$ cat config.mk
export PLATFORM = sky130hd
export DESIGN_NAME = uart_tx_arbiter_flat
export DESIGN_NICKNAME = d
export VERILOG_FILES = /design/src/rtl/uart_tx_arbiter_if.sv /design/src/rtl/uart_tx_arbiter.sv /design/src/flat_wrapper.sv
export SDC_FILE = /design/constraint.sdc
export NUM_CORES = 1
export LEC_CHECK = 0
export BUFFER_PORTS_ARGS = -buffer_cell sky130_fd_sc_hd__clkbuf_2
export CORE_MARGIN = 1
export CORE_UTILIZATION = 40
export CTS_BUF_LIST = sky130_fd_sc_hd__clkbuf_4 sky130_fd_sc_hd__clkbuf_8 sky130_fd_sc_hd__clkbuf_16
export DETAILED_ROUTE_END_ITERATION = 12
export GPL_TIMING_DRIVEN = 0
export PLACE_DENSITY = 0.77
export SYNTH_ARGS = -nofsm -noshare
export SYNTH_HDL_FRONTEND = slang
export SYNTH_SLANG_ARGS = --single-unit
export TNS_END_PERCENT = 20
$ cat constraint.sdc
create_clock -name clk -period 2.07 [get_ports clk]
set_input_delay 0.207 -clock clk [delete_from_list [all_inputs] [get_ports clk]]
set_output_delay 0.207 -clock clk [all_outputs]
set_load 0.005 [all_outputs]
$ cat src/rtl/uart_tx_arbiter_if.sv
// rtl/uart_tx_arbiter_if.sv - requester and TX FIFO write-port bundle for uart_tx_arbiter
//
// Signals:
//   req0/1, valid0/1, last0/1, data0/1 : requester byte streams (requester -> arbiter)
//   ready0/1                           : byte accepted this cycle (arbiter -> requester)
//   fifo_full                          : TX FIFO full flag (FIFO -> arbiter)
//   fifo_wr, fifo_w_data               : TX FIFO write port (arbiter -> FIFO)
// Modports: master = arbiter side, slave = requester/FIFO side.
interface uart_tx_arbiter_if #(
    parameter int WORD_WIDTH = 8
);
    logic                  req0;
    logic [WORD_WIDTH-1:0] data0;
    logic                  valid0;
    logic                  last0;
    logic                  ready0;
    logic                  req1;
    logic [WORD_WIDTH-1:0] data1;
    logic                  valid1;
    logic                  last1;
    logic                  ready1;
    logic                  fifo_full;
    logic                  fifo_wr;
    logic [WORD_WIDTH-1:0] fifo_w_data;

    modport master (
        input  req0, data0, valid0, last0,
        input  req1, data1, valid1, last1,
        input  fifo_full,
        output ready0, ready1, fifo_wr, fifo_w_data
    );

    modport slave (
        output req0, data0, valid0, last0,
        output req1, data1, valid1, last1,
        output fifo_full,
        input  ready0, ready1, fifo_wr, fifo_w_data
    );
endinterface

$ cat src/rtl/uart_tx_arbiter.sv
// rtl/uart_tx_arbiter.sv - packet-granular round-robin arbiter sharing one UART TX FIFO write port
//
// Ports:
//   clk        : system clock
//   reset      : synchronous, active-high reset
//   bus        : uart_tx_arbiter_if.master (two requester streams + TX FIFO write port)
//   gnt        : one-hot registered grant, 00 = none
//   busy       : gnt != 00
//   wdog_abort : one-cycle pulse when a stalled grant is aborted
//                (present only when UART_TX_ARB_WATCHDOG_EN is defined)
// Optional feature macro: UART_TX_ARB_WATCHDOG_EN
module uart_tx_arbiter #(
    parameter int WORD_WIDTH  = 8,
    parameter int MAX_BURST   = 16,
    parameter int WDOG_CYCLES = 64
) (
    input  logic                     clk,
    input  logic                     reset,
    uart_tx_arbiter_if.master        bus,
    output logic [1:0]               gnt,
`ifdef UART_TX_ARB_WATCHDOG_EN
    output logic                     wdog_abort,
`endif
    output logic                     busy
);
    localparam int CW = $clog2(MAX_BURST + 1);

    if (MAX_BURST < 1) begin : g_bad_burst
        $error("uart_tx_arbiter: MAX_BURST must be >= 1");
    end
    if (WDOG_CYCLES < 1) begin : g_bad_wdog
        $error("uart_tx_arbiter: WDOG_CYCLES must be >= 1");
    end

    typedef enum logic [1:0] {
        IDLE   = 2'b00,
        GRANT0 = 2'b01,
        GRANT1 = 2'b10
    } state_t;

    state_t        state_q, state_d;
    logic          ptr_q, ptr_d;       // 0 favours requester 0 on a tie
    logic [CW-1:0] cnt_q, cnt_d;
    logic [CW-1:0] cnt_inc;

    logic                  granted;
    logic                  sel1;
    logic                  src_valid;
    logic                  src_last;
    logic [WORD_WIDTH-1:0] src_data;
    logic                  accept;

`ifdef UART_TX_ARB_WATCHDOG_EN
    localparam int WW = $clog2(WDOG_CYCLES + 1);
    logic [WW-1:0] wdog_q, wdog_d;
    logic          abort_q, abort_d;
`endif

    // Source mux: the registered state alone selects which stream feeds the FIFO.
    always_comb begin
        granted   = (state_q == GRANT0) || (state_q == GRANT1);
        sel1      = (state_q == GRANT1);
        src_valid = sel1 ? bus.valid1 : bus.valid0;
        src_last  = sel1 ? bus.last1  : bus.last0;
        src_data  = sel1 ? bus.data1  : bus.data0;
        accept    = granted && src_valid && !bus.fifo_full;
        cnt_inc   = cnt_q + CW'(1);

        bus.ready0      = accept && !sel1;
        bus.ready1      = accept && sel1;
        bus.fifo_wr     = accept;
        bus.fifo_w_data = accept ? src_data : '0;
    end

    always_comb begin
        state_d = state_q;
        ptr_d   = ptr_q;
        cnt_d   = cnt_q;
`ifdef UART_TX_ARB_WATCHDOG_EN
        wdog_d  = '0;
        abort_d = 1'b0;
`endif
        case (state_q)
            IDLE: begin
                if (bus.req0 && (!bus.req1 || !ptr_q)) begin
                    state_d = GRANT0;
                end else if (bus.req1) begin
                    state_d = GRANT1;
                end
            end
            GRANT0, GRANT1: begin
                if (accept) begin
                    cnt_d = cnt_inc;
                    // Release on end of packet or when the burst budget is spent;
                    // a forced release leaves the rest of the packet for the next grant.
                    if (src_last || (cnt_inc == CW'(MAX_BURST))) begin
                        state_d = IDLE;
                        cnt_d   = '0;
                        ptr_d   = !sel1;
                    end
                end
`ifdef UART_TX_ARB_WATCHDOG_EN
                else if (!src_valid && !bus.fifo_full) begin
                    wdog_d = wdog_q + WW'(1);
                    if (wdog_d == WW'(WDOG_CYCLES)) begin
                        state_d = IDLE;
                        cnt_d   = '0;
                        ptr_d   = !sel1;
                        wdog_d  = '0;
                        abort_d = 1'b1;
                    end
                end else begin
                    // FIFO full: the requester is not at fault, so hold the count.
                    wdog_d = wdog_q;
                end
`endif
            end
            default: begin
                state_d = IDLE;
                cnt_d   = '0;
            end
        endcase
    end

    always_ff @(posedge clk) begin
        if (reset) begin
            state_q <= IDLE;
            ptr_q   <= 1'b0;
            cnt_q   <= '0;
`ifdef UART_TX_ARB_WATCHDOG_EN
            wdog_q  <= '0;
            abort_q <= 1'b0;
`endif
        end else begin
            state_q <= state_d;
            ptr_q   <= ptr_d;
            cnt_q   <= cnt_d;
`ifdef UART_TX_ARB_WATCHDOG_EN
            wdog_q  <= wdog_d;
            abort_q <= abort_d;
`endif
        end
    end

    assign gnt  = {state_q == GRANT1, state_q == GRANT0};
    assign busy = (state_q == GRANT0) || (state_q == GRANT1);
`ifdef UART_TX_ARB_WATCHDOG_EN
    assign wdog_abort = abort_q;
`endif
endmodule

$ cat src/flat_wrapper.sv
// flat-port wrapper written by rule: the top's interface ports become plain ports
module uart_tx_arbiter_flat 
#(
    parameter int WORD_WIDTH  = 8,
    parameter int MAX_BURST   = 16,
    parameter int WDOG_CYCLES = 64
)
  (clk, reset, gnt, busy, bus_req0, bus_data0, bus_valid0, bus_last0, bus_req1, bus_data1, bus_valid1, bus_last1, bus_fifo_full, bus_ready0, bus_ready1, bus_fifo_wr, bus_fifo_w_data);
  uart_tx_arbiter_if #(.WORD_WIDTH(WORD_WIDTH)) bus_i ();
  input  logic clk;
  input  logic reset;
  output logic [1:0] gnt;
  output logic busy;
  input wire logic [$bits(bus_i.req0)-1:0] bus_req0;
  input wire logic [$bits(bus_i.data0)-1:0] bus_data0;
  input wire logic [$bits(bus_i.valid0)-1:0] bus_valid0;
  input wire logic [$bits(bus_i.last0)-1:0] bus_last0;
  input wire logic [$bits(bus_i.req1)-1:0] bus_req1;
  input wire logic [$bits(bus_i.data1)-1:0] bus_data1;
  input wire logic [$bits(bus_i.valid1)-1:0] bus_valid1;
  input wire logic [$bits(bus_i.last1)-1:0] bus_last1;
  input wire logic [$bits(bus_i.fifo_full)-1:0] bus_fifo_full;
  output wire logic [$bits(bus_i.ready0)-1:0] bus_ready0;
  output wire logic [$bits(bus_i.ready1)-1:0] bus_ready1;
  output wire logic [$bits(bus_i.fifo_wr)-1:0] bus_fifo_wr;
  output wire logic [$bits(bus_i.fifo_w_data)-1:0] bus_fifo_w_data;
  assign bus_i.req0 = bus_req0;
  assign bus_i.data0 = bus_data0;
  assign bus_i.valid0 = bus_valid0;
  assign bus_i.last0 = bus_last0;
  assign bus_i.req1 = bus_req1;
  assign bus_i.data1 = bus_data1;
  assign bus_i.valid1 = bus_valid1;
  assign bus_i.last1 = bus_last1;
  assign bus_i.fifo_full = bus_fifo_full;
  assign bus_ready0 = bus_i.ready0;
  assign bus_ready1 = bus_i.ready1;
  assign bus_fifo_wr = bus_i.fifo_wr;
  assign bus_fifo_w_data = bus_i.fifo_w_data;
  uart_tx_arbiter #(.WORD_WIDTH(WORD_WIDTH), .MAX_BURST(MAX_BURST), .WDOG_CYCLES(WDOG_CYCLES)) u_core (.clk(clk), .reset(reset), .bus(bus_i), .gnt(gnt), .busy(busy));
endmodule
* Yosys cells after proc, flatten, opt, wreduce, memory -nomap -nowiden
Cells that the tools add are included.
** Cells by class
- Equal/unequal tests :: 6
- Bitwise operators :: 1
- $add $sub $neg :: 1
- Reduce and logical (&&, ||, !) cells :: 17
- Multiplexer cells :: 12
** Operators by type and width (count)
- 8-bit two-way mux :: 2
- 5-bit two-way mux :: 2
- 5-bit one-hot mux with 2 select lines :: 1
- 2-bit two-way mux :: 4
- 3-bit AND reduction :: 2
- 5-bit by 1-bit adder with 5-bit output, second input constant :: 1
- 5-bit equality test, second input constant :: 1
- 1-bit logical AND :: 5
- 1-bit zero test :: 4
- 2-bit one-hot mux with 2 select lines :: 1
- 1-bit logical OR :: 3
- 3-bit by 2-bit inequality test with 1-bit output, second input constant :: 1
- 2-bit by 1-bit equality test with 1-bit output, second input constant :: 1
- 2-bit equality test, second input constant :: 1
- 2-bit zero test :: 1
- 1-bit two-way mux :: 2
- 2-bit by 1-bit inequality test with 1-bit output, second input constant :: 1
- 2-bit inequality test, second input constant :: 1
- 2-bit AND reduction :: 1
- 2-bit OR reduction :: 1
- 1-bit NOT :: 1
** Word-level totals
- Output and inout bits :: 14
- Register bits :: 8
- Word-level logic and storage cells :: 40
- Input bits :: 25

* Longest topological paths before layout
- Depth in word-level cells :: 6
- Depth in mapped cells :: 8
- Depth with buffers taken out :: 7

* Worst setup path after synthesis
No wires, ideal clock.
- Path kind :: register to output
- Start point :: register u_core.state_q[0]
- End point :: output bus_fifo_w_data[0]
- Arrival :: 1.535 ns
- Required time :: 1.863 ns
- Slack :: 0.328 ns
- Stages on the path, launching flop included :: 6
- Buffers on the path :: 0
- Cell sequence :: dfxtp_1 -> inv_1 -> ha_1 -> nand2b_1 -> nor2_1 -> a22o_1
** On the way
- Word-level cells in the longest chain between the ends :: 5
- Elaborated cells on any way between the ends :: 8
- Classes of those cells :: eq/ne: 2; mux: 3; reduce/logical: 3
** Ends and longest elaborated chain
- start: declaration :: line uart_tx_arbiter.sv:41 : state_t state_q, state_d;
- start signal: assignment :: line uart_tx_arbiter.sv:135 : state_q <= state_d;
- 2-bit by 1-bit equality test with 1-bit output / 2-bit equality test (equally long branches)
- 1-bit logical OR *
- named net busy :: line flat_wrapper.sv:13 : output logic busy;
- 1-bit logical AND * (2 in a row) :: line uart_tx_arbiter.sv:66 : accept = granted && src_valid && !bus.fifo_full;
- 8-bit two-way mux * :: line uart_tx_arbiter.sv:72 : bus.fifo_w_data = accept ? src_data : '0;
- end: declaration :: line flat_wrapper.sv:26 : output wire logic [$bits(bus_i.fifo_w_data)-1:0] bus_fifo_w_data;
The timed path passes the listed nets; every way through them passes the cells marked *.

* Worst setup path after layout
- Start point :: register u_core.state_q[1]
- End point :: output bus_fifo_w_data[1]
** On the way
- Word-level cells in the longest chain between the ends :: 5
- Elaborated cells on any way between the ends :: 8
- Classes of those cells :: eq/ne: 2; mux: 3; reduce/logical: 3
** Ends and longest elaborated chain (line)
- 2-bit equality test / 2-bit by 1-bit equality test with 1-bit output (equally long branches) :: uart_tx_arbiter.sv:61, uart_tx_arbiter.sv:62
- 1-bit two-way mux / 1-bit logical OR (equally long branches) :: uart_tx_arbiter.sv:63, uart_tx_arbiter.sv:61
- 1-bit logical AND (2 in a row) :: uart_tx_arbiter.sv:66
- 8-bit two-way mux * :: uart_tx_arbiter.sv:72
Mark *: on every way between the ends. The rest lies on a longest branch, timed or not.

==> run summary <==
run status: finished clean
Post-Synth XOR/XNOR Area: 0
placer congestion estimate: 0.885
number of ports placed on the die boundary: 39
area share of the leading cell type in the synthesized netlist: 0.241
path depth of the worst reg2reg path: 7
GRT met3 Usage: 0.0468
remaining design rule violation count: 0
library cell occupying the most area in the post-synthesis netlist: sky130_fd_sc_hd__dfxtp_1
VDD IR-drop max: 0.000626 V
Critical Path RT: 1860 ps
post-layout minimum cycle time: 1940 ps
peak-usage layer in the global routing report: met2
final hold violation count: 0
CTS hold repair buffers: 0
clock edge transition at the registers on the reported setup and hold paths: 60 ps
Power Dens Cells: 1060 mW/mm^2
count of H-tree levels built during CTS: 1
CTS buffer count: 3
Mapped Nets: 110
kind of end point of the critical path: output pin
buffer depth of the longest clock path: 2
met1 track demand over resource: 0.217
number of max-slew violations in the final report: 0
floorplan row count: 14
multi-input combinational cell area: 503 sq um
cell leakage power: 0.466 nW
summed negative setup slack over all endpoints: 0 ps
most common flop cell mapped by yosys: sky130_fd_sc_hd__dfxtp_1
cell types occupying the most area after synthesis: sky130_fd_sc_hd__dfxtp_1 24%, sky130_fd_sc_hd__a22o_1 11%, sky130_fd_sc_hd__ha_1 7.5%
clock latency on the worst-skew pair: 250 ps
initial antenna violation count: 0
crit path to: bus_fifo_w_data[1]
All-Layer GR Usage: 0.193
compound-gate portion of the synthesized area: 0.339
vertical extent of the die: 42.8 microns
Root Buffer: sky130_fd_sc_hd__clkbuf_4
number of buffer cells added on primary ports: 37
net switching power of the design: 0.428 mW
count of routing violations after the opening detailed-route iteration: 19
count of mapped cells out of synthesis: 81
mean instance size in the synthesized netlist: 8.20 sq um
clock tree from TritonCTS: yes
area of the core: 0.00152 sq mm
Layout area overhead: 44.1%
signal arrival time at the worst endpoint: 1730 ps
# nets final: 156
Peak Freq: 516 MHz
wire length of the first global-routing pass: 2750 microns
routed via count: 778
post-synthesis sequential area ratio: 0.241
share of synthesized cell area in full adder, half adder and majority cells: 0.0753
share of cells above drive strength 1: 0.496
met2 usage: 0.345
standard cell area after detailed placement: 870 sq um
overall overflow remaining after global route: 0
reg-to-reg startpoint: u_core.state_q[0]$_SDFFE_PP0P_
post-synthesis instance area: 664 sq um
worst hold slack: 240 ps
sequential share of power: 0.194
max-capacitance violation count: 0
average detailed-routed wire length per instance: 12.4 microns
fraction of power spent switching nets: 0.421
worst setup path start: u_core.state_q[1]$_SDFFE_PP0P_
Seq cells post-synth: 8
setup repair after global routing missed its margin: yes
main combinational cell family by area after synthesis: compound AO/OA/AOI/OAI gates
relative contribution of the clock network to total power: 0.121
via count of the first global-routing pass: 672
Layout Skew: 4.24 ps
detailed-route vias per instance: 5.52
worst min-delay path class: input port to flip-flop
number of failing setup endpoints in the final timing report: 0
chip width: 42.8 microns
part of the total power dissipated in combinational logic: 0.686
Pwr Total: 1.02 mW
Crit Path Max Fanout: 6
Slew HR: 0.784
period utilisation layout: 0.937
area occupied by registers: 160 sq um
routed wire length: 1750 microns
floorplan die area: 0.00183 sq mm
maximum number of pins on one net before global-route repair: 11
critical path launch point type: flip-flop
HPWL reported at the end of detailed placement: 1420 microns
Non-Filler Cell Area, Final: 957 sq um
worst flop-to-flop path endpoint: u_core.state_q[0]$_SDFFE_PP0P_
critical setup path kind: flip-flop to output pin
Internal: 0.588 mW
Setup WS post-layout: 131 ps
clk sinks: 8
slew at the pin closest to its max-slew limit: 314 ps
number of flops mapped to enable cells by yosys: 0
ys async rst share: 0
multiplexer fraction of the synthesized cell area: 0.0301
first-pass iteration count of the detailed router: 4
reg-to-reg slack, setup: 250 ps
count of antenna-violating nets left after detailed routing: 0
layout filler cell count: 136
Ant. Diodes: 0
post-synthesis simple-gate area fraction: 0.260
count of cell types in the netlist: 36
initial cell density of the core: 0.436
warnings from Yosys: 0
dpl ws: -43.8 ps
[worst max-delay path: stages, from the launching register on]
cell                       delay (ps)
sky130_fd_sc_hd__dfxtp_1          360
sky130_fd_sc_hd__inv_2             70
sky130_fd_sc_hd__ha_4             300
sky130_fd_sc_hd__nand2b_2         120
sky130_fd_sc_hd__nor3b_4          250
sky130_fd_sc_hd__buf_4            160
sky130_fd_sc_hd__a22o_1           120
sky130_fd_sc_hd__clkbuf_2         100
[what timing repair did]
| action | CTS | global route |
|---|---|---|
| buffers inserted | 3 | 1 |
| resized for setup | 6 | 4 |
| pin swaps | 1 | 2 |
| endpoints found under the setup margin | 10 | 13 |
[kinds of logic (layout without fill, tap and decap cells)]
family | after synthesis | after routing
and+or+nand+nor | 31 | 31
DFF | 8 | 8
AOI/OAI and AO/OA | 28 | 28
adders and majority gates | 4 | 4
buffers and inverters | 8 | 52
muxes | 2 | 2
[placed cells by master (no fill, tap or decap), types with 2 or more instances in the layout]
master,count
sky130_fd_sc_hd__nand2_1,8
sky130_fd_sc_hd__o21ai_1,3
sky130_fd_sc_hd__dfxtp_1,8
sky130_fd_sc_hd__a21oi_1,3
sky130_fd_sc_hd__clkbuf_2,37
sky130_fd_sc_hd__nand3_1,5
sky130_fd_sc_hd__buf_4,5
sky130_fd_sc_hd__a22o_1,8
sky130_fd_sc_hd__a31oi_1,2
sky130_fd_sc_hd__inv_2,2
sky130_fd_sc_hd__and2_1,2
sky130_fd_sc_hd__clkbuf_4,3
sky130_fd_sc_hd__inv_1,3
sky130_fd_sc_hd__nor2_1,4
sky130_fd_sc_hd__ha_1,2
sky130_fd_sc_hd__buf_2,2
[power groups by stage]
stage	clock [mW]	combinational (mW)	sequential, mW
floorplan	0	0.413	0.193
global placement	0	0.551	0.194
detailed placement	0	0.572	0.198
CTS	0.125	0.662	0.194
global route	0.134	0.758	0.201
finish	0.123	0.697	0.197
[cell usage after synthesis, types with 2 or more instances]
cell type                  n
sky130_fd_sc_hd__inv_1     5
sky130_fd_sc_hd__o21ai_1   3
sky130_fd_sc_hd__dfxtp_1   8
sky130_fd_sc_hd__nor2_1    5
sky130_fd_sc_hd__ha_1      4
sky130_fd_sc_hd__nand2b_1  2
sky130_fd_sc_hd__nand2_1   8
sky130_fd_sc_hd__and2_1    2
sky130_fd_sc_hd__nand3_1   5
sky130_fd_sc_hd__a31oi_1   2
sky130_fd_sc_hd__buf_2     2
sky130_fd_sc_hd__a22o_1    8
sky130_fd_sc_hd__mux2i_1   2
sky130_fd_sc_hd__a21oi_1   3
[metrics by stage]
step	util	instances
6_report	0.628	141
5_1_grt	0.628	141
4_1_cts	0.619	140
3_5_place_dp	0.571	134
3_3_place_gp	0.571	134
2_1_floorplan	-	81
[registers in the layout, summed over array words and instances, names as in the netlist]
name	flops
u_core.state_q	2
u_core.ptr_q	1
u_core.cnt_q	5
[area by class of cell]
class	count	area share
Timing Repair Buffer	41	0.225
Tap cell	16	0.0209
Multi-Input combinational cell	65	0.525
Sequential cell	8	0.167
Inverter	5	0.0196
Clock buffer	3	0.0235
Buffer	3	0.0183
[metal layers]
layer / vias to the layer above / part of all wire
li1: 394 / -
met1: 342 / 0.40
met2: 38 / 0.49
met3: 4 / 0.093
met4: 0 / 0.0080
met5: - / 0
[how the worst min path moves through the flow]
stage	depth (start not counted)	from	slack [ps]	endpoint
2_1_floorplan	2	u_core.ptr_q$_SDFFE_PP0P_	440	u_core.ptr_q$_SDFFE_PP0P_
3_3_place_gp	2	u_core.ptr_q$_SDFFE_PP0P_	460	u_core.ptr_q$_SDFFE_PP0P_
3_5_place_dp	2	u_core.ptr_q$_SDFFE_PP0P_	480	u_core.ptr_q$_SDFFE_PP0P_
4_1_cts	2	reset	240	u_core.cnt_q[2]$_SDFFE_PP0P_
5_1_grt	2	reset	270	u_core.cnt_q[2]$_SDFFE_PP0P_
6_report	2	reset	240	u_core.cnt_q[2]$_SDFFE_PP0P_
Note: power is estimated with default switching activity, not from simulation.
